[config.mk]
export PLATFORM = sky130hd
export DESIGN_NAME = spi_slave_rx
export DESIGN_NICKNAME = d
export VERILOG_FILES = /design/src/rtl/spi_slave_rx.sv
export SDC_FILE = /design/constraint.sdc
export NUM_CORES = 1
export LEC_CHECK = 0
export BUFFER_PORTS_ARGS = -buffer_cell sky130_fd_sc_hd__buf_2
export CAP_MARGIN = 20
export CORE_MARGIN = 3
export CORE_UTILIZATION = 40
export DETAILED_ROUTE_END_ITERATION = 10
export GPL_ROUTABILITY_DRIVEN = 0
export GPL_TIMING_DRIVEN = 1
export SETUP_SLACK_MARGIN = 0.3
export SYNTH_ARGS = -nofsm -noshare
export SYNTH_HDL_FRONTEND = slang
export SYNTH_SLANG_ARGS = --single-unit
export TNS_END_PERCENT = 1
[constraint.sdc]
create_clock -name clk -period 1.6 [get_ports clk]
set_input_delay 0.24 -clock clk [delete_from_list [all_inputs] [get_ports clk]]
set_output_delay 0.24 -clock clk [all_outputs]
set_load 0.03 [all_outputs]
[src/rtl/spi_slave_rx.sv]
// rtl/spi_slave_rx.sv - SPI mode-0 responder, oversampled in the clk domain (option: SPI_SLAVE_RX_OVERRUN_EN)
module spi_slave_rx #(
  parameter int bitwidth    = 8,
  parameter int sync_stages = 2
) (
  input  logic                clk,
  input  logic                rst_n,
  input  logic                spi_sclk,
  input  logic                spi_ss,
  input  logic                spi_mosi,
  output logic                spi_miso,
  output logic [bitwidth-1:0] data,
  output logic                valid,
  output logic                frame_start,
  input  logic [bitwidth-1:0] tx_data,
`ifdef SPI_SLAVE_RX_OVERRUN_EN
  input  logic                ready,
  output logic                overrun,
`endif
  output logic                busy
);

  localparam int cw = (bitwidth > 2) ? $clog2(bitwidth) : 1;
  localparam logic [cw-1:0] last_bit = cw'(bitwidth - 1);
  localparam int fw = $clog2(sync_stages + 2);
  localparam logic [fw-1:0] flush_done = fw'(sync_stages + 1);

  logic [sync_stages-1:0] sclk_sync, ss_sync, mosi_sync;
  logic                   sclk_d, ss_d;
  logic                   sclk_s, ss_s, mosi_s;
  logic                   sclk_rise, sclk_fall, ss_fall, ss_rise;
  logic [fw-1:0]          flush_cnt;
  logic                   armed;
  logic [cw-1:0]          bit_cnt;
  logic [bitwidth-1:0]    rx_shift, tx_shift, rx_next;
  logic                   tx_hold;

  assign sclk_s    = sclk_sync[sync_stages-1];
  assign ss_s      = ss_sync[sync_stages-1];
  assign mosi_s    = mosi_sync[sync_stages-1];
  assign sclk_rise = sclk_s & ~sclk_d;
  assign sclk_fall = ~sclk_s & sclk_d;
  assign ss_fall   = ~ss_s & ss_d;
  assign ss_rise   = ss_s & ~ss_d;
  assign rx_next   = {rx_shift[bitwidth-2:0], mosi_s};

  // armed stays low after reset until the pipeline has flushed and ss is seen idle,
  // so a select already held low across reset cannot start a frame mid-word.
  always_ff @(posedge clk) begin
    if (!rst_n) begin
      sclk_sync   <= '0;
      ss_sync     <= '1;
      mosi_sync   <= '0;
      sclk_d      <= 1'b0;
      ss_d        <= 1'b1;
      flush_cnt   <= '0;
      armed       <= 1'b0;
      bit_cnt     <= '0;
      rx_shift    <= '0;
      tx_shift    <= '0;
      tx_hold     <= 1'b0;
      data        <= '0;
      valid       <= 1'b0;
      frame_start <= 1'b0;
      spi_miso    <= 1'b0;
      busy        <= 1'b0;
`ifdef SPI_SLAVE_RX_OVERRUN_EN
      overrun     <= 1'b0;
`endif
    end else begin
      sclk_sync <= {sclk_sync[sync_stages-2:0], spi_sclk};
      ss_sync   <= {ss_sync[sync_stages-2:0], spi_ss};
      mosi_sync <= {mosi_sync[sync_stages-2:0], spi_mosi};
      sclk_d    <= sclk_s;
      ss_d      <= ss_s;

      if (flush_cnt != flush_done) begin
        flush_cnt <= flush_cnt + 1'b1;
      end else if (ss_s) begin
        armed <= 1'b1;
      end

      frame_start <= 1'b0;
`ifdef SPI_SLAVE_RX_OVERRUN_EN
      if (valid && ready) begin
        valid <= 1'b0;
      end
`else
      valid <= 1'b0;
`endif

      if (busy && sclk_rise) begin
        rx_shift <= rx_next;
        if (bit_cnt == last_bit) begin
          bit_cnt  <= '0;
          tx_shift <= tx_data;
          tx_hold  <= 1'b1;
`ifdef SPI_SLAVE_RX_OVERRUN_EN
          if (valid && !ready) begin
            overrun <= 1'b1;
          end else begin
            data  <= rx_next;
            valid <= 1'b1;
          end
`else
          data  <= rx_next;
          valid <= 1'b1;
`endif
        end else begin
          bit_cnt <= bit_cnt + 1'b1;
        end
      end

      // After a reload the MSB is already at the top of tx_shift, so present it unshifted.
      if (busy && sclk_fall) begin
        if (tx_hold) begin
          spi_miso <= tx_shift[bitwidth-1];
          tx_hold  <= 1'b0;
        end else begin
          tx_shift <= {tx_shift[bitwidth-2:0], 1'b0};
          spi_miso <= tx_shift[bitwidth-2];
        end
      end

      if (ss_fall && armed) begin
        frame_start <= 1'b1;
        busy        <= 1'b1;
        bit_cnt     <= '0;
        rx_shift    <= '0;
        tx_shift    <= tx_data;
        tx_hold     <= 1'b0;
        spi_miso    <= tx_data[bitwidth-1];
`ifdef SPI_SLAVE_RX_OVERRUN_EN
        overrun     <= 1'b0;
`endif
      end else if (ss_rise && busy) begin
        busy     <= 1'b0;
        spi_miso <= 1'b0;
        bit_cnt  <= '0;
        tx_hold  <= 1'b0;
      end
    end
  end

endmodule

---- After elaboration in Yosys (flattened, before gate mapping) ----
Index checks and enable logic that the tools add are counted.
word-level totals
  flip-flop bits (word level) ............. 42
  logic and storage cells ................. 59
  output and inout bits ................... 12
cells by class
  bitwise operators ....................... 10
  multiplexer cells ....................... 18
  reductions and logical operators ........ 11
  $add $sub $neg .......................... 2
  equality and inequality tests ........... 2
operators with widths
  operator               number
  $mux W8                5
  $mux W1                12
  $not A1 Y1             6
  $reduce_and A2 Y1      3
  $and A1 B1 Y1          4
  $logic_and A1 B1 Y1    4
  $add A3 B1 Y3 const B  1
  $eq A3 B3 Y1 const B   1
  $mux W3                1
  $reduce_bool A3 Y1     1
  $reduce_or A3 Y1       1
  $add A2 B1 Y2 const B  1
  $ne A2 B2 Y1 const B   1
  $reduce_bool A2 Y1     1
  $reduce_or A2 Y1       1

---- Depth between registers and ports, before layout ----
  depth after elaboration ................. 7
  depth in mapped cells ................... 6

---- Worst setup path after synthesis ----
OpenSTA, ideal clock, no wires.
  path kind ............................... reg-to-reg
  start point ............................. register bit_cnt[0]
  end point ............................... register tx_shift[2]
  data required time ...................... 1.473 ns
  setup time .............................. 0.127 ns
  cell stages (with the launch flop) ...... 7
  data arrival time ....................... 1.301 ns
  period minus slack after synthesis ...... 1.428 ns
  slack ................................... 0.172 ns
  cell sequence ........................... dfxtp_1 ha_1 ha_1 nand4b_1 buf_2 a22oi_1 a22oi_1
on the way
  word-level cells in the longest chain between the ends .. 6
RTL lines
  item                    RTL line  RTL
  start, declared         34        logic [cw-1:0] bit_cnt;
  start signal, assigned  110       bit_cnt <= bit_cnt + 1'b1;
  $eq A3 B3 Y1 *          94        if (bit_cnt == last_bit) begin
  $mux W8 *               94
  $mux W8 *               92        if (busy && sclk_rise) begin
  $mux W8                 116       if (tx_hold) begin
  $mux W8 *               115       if (busy && sclk_fall) begin
  $mux W8 *               125       if (ss_fall && armed) begin
  end signal, assigned    96        tx_shift <= tx_data;
  end signal, assigned    120       tx_shift <= {tx_shift[bitwidth-2:0], 1'b0};
  end signal, assigned    130       tx_shift <= tx_data;
  end, declared           35        logic [bitwidth-1:0] rx_shift, tx_shift, rx_next;
Mark *: on every way between the ends. The rest lies on a longest branch, timed or not.
A chain may end at the register's enable or synchronous reset.

---- Final worst setup path ----
  start point ............................. register bit_cnt[0]
  end point ............................... register tx_shift[6]
Same word-level chain as after synthesis.

==> results.cfg <==
[yosys]
avgSynthCellArea_um2 = 9.14
async_flop_share_pct = 0
synth_top_flop_cell = dfxtp_1
syn_area_um2 = 1780
ys_ff_latch = 42
synth-simple-area-share_pct = 24.1
synth_area_leaders = dfxtp_1 47%, nand2_1 9.3%, a22oi_1 5.9%
synth_top_area_cell = dfxtp_1
synth_top_family_by_area = simple AND/OR/NAND/NOR gates
synth-xor-area-share_pct = 0.492
yosysUniqueCellTypes = 32
syn_inst = 195
ys_warn_count = 0
synth-compound-area-share_pct = 19.5
yosys.area.top_type_share_pct = 47.2
synth_mux_area_share_pct = 1.76
synth-seq-area-share_pct = 47.2
synthesis.nets = 212
synth_enable_flop_cells = 0
synth_fa_ha_area_share_pct = 2.81

[global_route]
grt_pass1_vias = 1392
antenna_found_initial = 0
track_usage_pct = 14.4
grt-ovfl-total = 0
grt_pass1_wl_mm = 6.02
grt_start_max_net_pins = 18

[floorplan]
num_io_pins = 25
die_area_um2 = 5290
die_w_um = 72.7
initial_core_util_pct = 43.0
rows = 23
die_h_um = 72.7
core_area_um2 = 4140

[timing]
rsz0062_at_grt = true
period_needed_ns = 1.42
skew_ns = 0.00734
finalMaxSlewViolations = 0
setup_viol = 0
worst_pin_slew_ns = 0.366
setup_tns_ns = 0
clock.fmax_mhz = 706
fin_crit_sh_pct = 88.6
max_slew_margin_pct = 75.5
finalHoldViolations = 0

[worst_hold_path]
worstHoldStart = spi_ss
hp-class = input port to register
hold_end = ss_sync[0]
hold_depth = 2

[place]
port_buffers = 24
place_area_um2 = 1990
place_hpwl_mm = 2.61

[power_and_ir_drop]
p_seq_share_pct = 57.4
clkPwrFrac_pct = 36.9
pwr-share-comb_pct = 5.7
design_power_total_w = 0.00189
internal_power_w = 0.00147
p_sw_w = 0.000423
power_leakage_nw = 0.832
switching_share_pct = 22.3
ir_drop_mv = 0.541
power.density_nw_per_um2 = 889

[cts]
cts_tree = built
holdBufCountCts = 0
root_buffer = clkbuf_8
cts_sinks = 42
clkTransAtPathRegs_ns = 0.08
clkLatencyLatePin_ns = 0.29
clockBufferDepth = 2
htreeDepth = 2
cts_inserted_buffers = 5

[routing]
drc = 0
wl_per_cell_um = 12.8
firstDrtPassIters = 4
drtIter0Drc = 56
vias_per_cell = 5.27
vias = 1449
totalWireLength_mm = 3.53
antenna_left = 0

[worst_setup_path]
critPathBufInv = 1
end_kind = register
path_class = register to register
required_ns = 1.77
r2r-start = bit_cnt[0]
critPathSlowestCell = dfxtp_2
cp_num_cells = 6
critPathMostFrequentCell = ha_4
path_delay_family = flip-flops
cp_max_fo = 6
max_stage_delay_ns = 0.35
r2r_cells = 6
crit_path_start_kind = register
reg2reg_to = tx_shift[6]
crit_arrival_ns = 1.59
path_cells = ha_4, ha_4, nand4b_1, buf_4, a22oi_2, a22oi_1
ff2ff_setup_slack_ns = 0.18

[job]
cap_violations = 0

[cells_and_area]
syn2layout_area_growth_pct = 19.5
finalInstanceArea_um2 = 2130
layout-drive-gt1-share_pct = 24.4
diodes = 0
final_nets = 241
fin_util_pct = 51.4

[status]
status = finished clean
==> power by group through the flow <==
stage	clock (W)	sequential, W	combinational, W
2_1_floorplan	0	0.00111	0.0000707
3_3_place_gp	0	0.00111	0.000103
3_5_place_dp	0	0.00111	0.000108
4_1_cts	0.000726	0.00109	0.000109
5_1_grt	0.000767	0.00109	0.000127
6_report	0.000698	0.00109	0.000108
==> repair_timing <==
action,4_1_cts,5_1_grt
pin swaps,3,1
buffers inserted,4,0
setup endpoints to repair,20,21
hold endpoints to repair,0,0
gates resized for setup,2,0
==> stage by stage <==
step | cells | setup WS (ns) | hold WS (ns)
after floorplan | 195 | 0.299 | 0.341
after global placement | 263 | 0.130 | 0.393
after detailed placement | 263 | 0.0759 | 0.398
after CTS | 275 | 0.176 | 0.132
after global routing | 275 | 0.0378 | 0.142
final | 275 | 0.183 | 0.143
==> per-layer routing <==
metal  track usage (%)  vias to the layer above  share of wire (%)
met2              23.8                       19                 49
li1                  -                      752                  -
met5                 0                        -                  0
met1              17.6                      674                 47
met3              3.31                        4                2.8
met4              6.76                        0               0.93
==> Yosys cell counts, drive strengths merged, types with 3 or more instances <==
cell type / instances
dfxtp: 42
o211ai: 7
a21oi: 11
and2: 7
ha: 4
o21ai: 9
and4b: 9
buf: 9
a21boi: 10
nand2: 44
nand3b: 3
clkbuf: 5
a22oi: 14
==> final cells by class <==
class,count,area (um2)
Inverter,1,3.75
Multi-Input combinational cell,138,912
Sequential cell,42,845
Fill cell,405,2020
Clock inverter,2,12.5
Clock buffer,6,82.6
Tap cell,50,62.6
Timing Repair Buffer,36,210
==> worst max path at each step <==
stage	from	end
global placement	bit_cnt[1]	tx_shift[6]
detailed placement	bit_cnt[0]	tx_shift[6]
CTS	bit_cnt[0]	tx_shift[6]
global route	bit_cnt[0]	tx_shift[7]
finish	bit_cnt[0]	tx_shift[6]
floorplan	bit_cnt[1]	tx_shift[2]
==> flip-flops by register name, indices dropped and copies added (netlist names), 2 cells and up <==
signal,cells
data,8
rx_shift,7
ss_sync,2
flush_cnt,2
tx_shift,8
bit_cnt,3
mosi_sync,2
sclk_sync,2
==> worst register-to-register path, stage by stage (launching register included) <==
cell	delay [ns]
dfxtp_2	0.35
ha_4	0.15
ha_4	0.14
nand4b_1	0.23
buf_4	0.23
a22oi_2	0.14
a22oi_1	0.08
==> cells in the final DEF, fill, tap and decap left out, types with 2 or more instances in the layout <==
master and instances:
nand2_1 44, dfxtp_1 39, buf_2 24, buf_4 12, a21oi_1 11, a22oi_1 11, a21boi_0 10, and4b_1 9
and2_1 7, o21ai_0 7, o211ai_1 7, clkbuf_8 6, nand3b_1 3, a22oi_2 3, dfxtp_2 3, nand4b_1 2
nand2b_1 2, mux2i_1 2, nor2b_1 2, and3b_1 2, o21ai_1 2, ha_4 2, ha_1 2
==> cells by family (layout without fill, tap and decap cells) <==
| family | after synthesis | count (layout) |
|---|---|---|
| AND/OR/NAND/NOR | 77 | 77 |
| AO/OA/AOI/OAI | 53 | 53 |
| flip-flops | 42 | 42 |
| multiplexers | 3 | 3 |
| adder cells (fa/ha/maj) | 4 | 4 |
| buffers and inverters | 15 | 45 |
| XOR/XNOR | 1 | 1 |
(Power assumes the default switching activity.)
